**src/rtl/demux14_2bit.sv**
```systemverilog
// demux14_2bit: 1-to-4 demux for 2-bit symbols with frame tracking.
// Lane comes from Y (addressed) or an internal wrap pointer (sequential).
module demux14_2bit #(
    parameter int W     = 2,
    parameter int LANES = 4
) (
    input  logic             clk,
    input  logic             rst,
    input  logic             en,
    input  logic             mode,
    input  logic             clr,
    input  logic [W-1:0]     D,
    input  logic [1:0]       Y,
    output logic [W-1:0]     Q0,
    output logic [W-1:0]     Q1,
    output logic [W-1:0]     Q2,
    output logic [W-1:0]     Q3,
    output logic [1:0]       ptr,
    output logic [LANES-1:0] mask,
    output logic             frame_done,
    output logic             busy,
    output logic [7:0]       seg0
);

    logic [1:0]       lane;
    logic [LANES-1:0] oh;
    logic [LANES-1:0] nm;
    logic [7:0]       digit;

    always_comb begin
        lane     = mode ? ptr : Y;
        oh       = '0;
        oh[lane] = 1'b1;
        nm       = mask | oh;
        digit    = 8'hFF;
        unique case (lane)
            2'd0: digit = 8'hC0;
            2'd1: digit = 8'hF9;
            2'd2: digit = 8'hA4;
            2'd3: digit = 8'hB0;
        endcase
    end

    assign busy = |mask;

    always_ff @(posedge clk or negedge rst) begin
        if (!rst) begin
            Q0         <= '0;
            Q1         <= '0;
            Q2         <= '0;
            Q3         <= '0;
            ptr        <= '0;
            mask       <= '0;
            frame_done <= 1'b0;
            seg0       <= 8'hFF;
        end else if (clr) begin
            mask       <= '0;
            ptr        <= '0;
            frame_done <= 1'b0;
        end else if (en) begin
            unique case (lane)
                2'd0: Q0 <= D;
                2'd1: Q1 <= D;
                2'd2: Q2 <= D;
                2'd3: Q3 <= D;
            endcase
            seg0 <= digit;
            if (mode)
                ptr <= ptr + 2'd1;
            // a full mask closes the frame and starts the next one empty
            if (&nm) begin
                mask       <= '0;
                frame_done <= 1'b1;
            end else begin
                mask       <= nm;
                frame_done <= 1'b0;
            end
        end else begin
            frame_done <= 1'b0;
        end
    end

endmodule

```
**config.mk**
```make
export PLATFORM = sky130hd
export DESIGN_NAME = demux14_2bit
export DESIGN_NICKNAME = d
export VERILOG_FILES = /design/src/rtl/demux14_2bit.sv
export SDC_FILE = /design/constraint.sdc
export NUM_CORES = 1
export LEC_CHECK = 0
export CORE_UTILIZATION = 44
export CTS_CLUSTER_SIZE = 20
export DETAILED_ROUTE_END_ITERATION = 10
export HOLD_SLACK_MARGIN = 0.06
export PLACE_DENSITY_LB_ADDON = 0.25
export SLEW_MARGIN = 20
export SYNTH_ARGS = -nofsm -noshare
export SYNTH_HDL_FRONTEND = slang
export SYNTH_SLANG_ARGS = --single-unit
```
**constraint.sdc**
```tcl
create_clock -name clk -period 1.8 [get_ports clk]
set_clock_uncertainty 0.2 [all_clocks]
set_input_delay 0.36 -clock clk [delete_from_list [all_inputs] [get_ports clk]]
set_output_delay 0.36 -clock clk [all_outputs]
set_load 0.05 [all_outputs]
```
==> flow_summary.json <==
{
  "ant_nets": 0,
  "vias": 977,
  "path_clk_slew_ns": 0.12,
  "p_comb_share_pct": 50.0,
  "root_buffer": "clkbuf_4",
  "synth_seq_area_share_pct": 53.12,
  "drv_slew": 0,
  "place_congestion": 0.7952,
  "cap_violations": 0,
  "dr.pass1.iters": 4,
  "io_pins": 33,
  "fin_crit_sh_pct": 109.3,
  "wl_um": 3175,
  "grt_pass1_wl_um": 4733,
  "violations": "negative setup slack",
  "switching_power_mw": 0.6574,
  "wl_met2_um": 1640,
  "dpl.hpwl_um": 2158,
  "drt_iter0_drc": 31,
  "clockBufferDepth": 2,
  "final-setup-viol-count": 1,
  "grt_overflow_total": 0,
  "design_area_sq_um": 1758,
  "hold_buffers": 0,
  "route.detailed.drc": 0,
  "die_h_um": 49.76,
  "met1_length_um": 1176,
  "initial_utilization_pct": 49.14,
  "p_per_area_nw_per_um2": 974.8,
  "place_area_sq_um": 1657,
  "switching_share_pct": 38.36,
  "crit_type": "reg2out",
  "crit_path_start_kind": "flip-flop",
  "ys.flop_type": "dfrtp_1",
  "drive_gt1_share_pct": 53.85,
  "grt_usage_pct": 25.79,
  "dieArea_sq_um": 2476,
  "timing.rr.end": "mask[2]",
  "pwr-share-seq_pct": 37.1,
  "topRoutingLayerUsed": "met4",
  "ys_warn_count": 0,
  "ir_drop_mv": 0.8359,
  "grt_start_max_net_pins": 22,
  "synth_edf_count": 0,
  "ys_seq_elements": 21,
  "internal-power_mw": 1.056,
  "syn_inst": 90,
  "h-tree-depth": 1,
  "wl_met3_um": 225,
  "rsz0062_at_grt": "yes",
  "end_kind": "primary output",
  "io_buffers": 31,
  "syn2layout_area_growth_pct": 75.19,
  "n_antenna_cell": 0,
  "crit_fanout": 2,
  "power.leakage_nw": 0.7861,
  "worst_slack_ns": -0.1680,
  "fmax_mhz": 508.1,
  "min_period_ns": 1.968,
  "rows": 16,
  "arrival_ns": 1.41,
  "core_sq_um": 2042,
  "rrSetupSlack_ns": 0.04,
  "power_mw": 1.714,
  "synthesis.nets": 99,
  "ys_types": 29,
  "grt_pass1_vias": 985,
  "ff2ff_path_depth": 6,
  "clkPwrFrac_pct": 12.9,
  "avgSynthCellArea_sq_um": 11.15,
  "cts_buffers": 3,
  "antenna_found_initial": 0,
  "finalHoldViolCount": 0,
  "status": "finished with violations",
  "clock_latency_ns": 0.29,
  "hold_path.class": "in2async",
  "regToRegStartpoint": "ptr[0]",
  "ys_async_sr_fraction_pct": 100.0,
  "die_width_um": 49.76,
  "cp_data_required_time_ns": 1.24,
  "final_util_pct": 86.09,
  "clock-sinks": 21,
  "wl_per_cell_um": 18.68,
  "setup_tns_ns": -0.1680,
  "nets": 153,
  "cts_tree": "done",
  "synthesis.area_sq_um": 1003,
  "viasPerCell": 5.747
}
## synthesized netlist by cell type (all sizes together), types with 2 or more instances
master	number	area [sq um]
nor2b	2	12.51
mux2	8	90.09
and3b	3	30.03
o21ai	5	25.02
xnor2	2	17.52
dfstp	6	157.7
buf	3	26.27
nor3	8	50.05
nor2	5	18.77
or4	2	15.01
o31ai	4	30.03
nand2	13	48.80
dfrtp	15	375.4
nor3b	2	31.28
## layout make-up
cell class                      count  area [sq um]
Fill cell                         101         284.0
Sequential cell                    21         535.5
Inverter                            1         3.754
Clock buffer                        4         26.28
Timing Repair Buffer               53         685.7
Tap cell                           27         33.78
Multi-Input combinational cell     64         473.0
## how the worst max path moves through the flow
stage            start      end  slack (ns)
6_report       mask[3]     busy       -0.17
2_1_floorplan  mask[1]     busy       -0.04
3_5_place_dp      mode  mask[3]       -0.55
3_3_place_gp      mode  mask[2]       -0.34
5_1_grt        mask[3]     busy       -0.20
4_1_cts        mask[3]     busy       -0.17
## timing repair
action                                  in CTS  in global routing
hold endpoints to repair                     0                  0
gates cloned                                 1                  0
gates resized for setup                      9                  3
setup buffers                                0                  4
pin swaps                                    4                  1
endpoints found under the setup margin      10                  5
## through the flow
step | setup slack [ns] | hold slack (ns) | cells
after global placement | -0.3448 | 0.2742 | 161
after CTS | -0.1702 | 0.2048 | 166
after floorplan | -0.04159 | -0.1356 | 90
after global routing | -0.1951 | 0.2173 | 170
final | -0.1680 | 0.1970 | 170
after detailed placement | -0.5458 | 0.2847 | 161
## power by group through the flow
| stage | combinational, mW | sequential, mW | clock [mW] |
|---|---|---|---|
| 2_1_floorplan | 0.149 | 0.855 | 0 |
| 3_3_place_gp | 0.791 | 0.638 | 0 |
| 3_5_place_dp | 0.811 | 0.645 | 0 |
| 4_1_cts | 0.825 | 0.636 | 0.229 |
| 5_1_grt | 0.880 | 0.644 | 0.241 |
| 6_report | 0.857 | 0.635 | 0.222 |
## layout by cell type, fill, tap and decap left out, types with 2 or more instances in the layout
| cell type | Yosys | routed |
|---|---|---|
| buf_4 | 2 | 21 |
| dfrtp_2 | 0 | 2 |
| nor2_1 | 5 | 5 |
| nor3_2 | 2 | 2 |
| mux2_2 | 8 | 8 |
| o21ai_0 | 5 | 5 |
| and3b_2 | 3 | 3 |
| nand2_1 | 13 | 13 |
| clkbuf_4 | 0 | 3 |
| clkdlybuf4s50_1 | 0 | 5 |
| dlygate4sd2_1 | 0 | 3 |
| xnor2_1 | 2 | 2 |
| o31ai_1 | 4 | 4 |
| nor3_1 | 6 | 5 |
| dfstp_2 | 6 | 6 |
| dfrtp_1 | 15 | 13 |
| buf_12 | 0 | 21 |
| nor3b_4 | 1 | 2 |
## flip-flops by register name, summed over array words and instances, names as in the netlist
register / count
frame_done: 1
Q2: 2
ptr: 2
Q0: 2
Q3: 2
seg0: 6
mask: 4
Q1: 2
## routing by layer
layer	vias to the layer above	global-route usage, %
met5	-	0
met4	0	12.38
met3	16	4.012
met2	67	46.62
met1	476	29.20
li1	418	-
## worst max-delay path: stages (launching register included)
cell and delay, ns:
dfrtp_1 0.40, or4_4 0.55, buf_8 0.17
## cells by family after synthesis
kind of cell,synth area share (%)
simple gates,23.07
flops,53.12
compound gates,8.354
mux,9.975
buf+inv,3.365
xor+xnor,1.746
other cells,0.3737
Note: power is estimated with default switching activity, not from simulation.
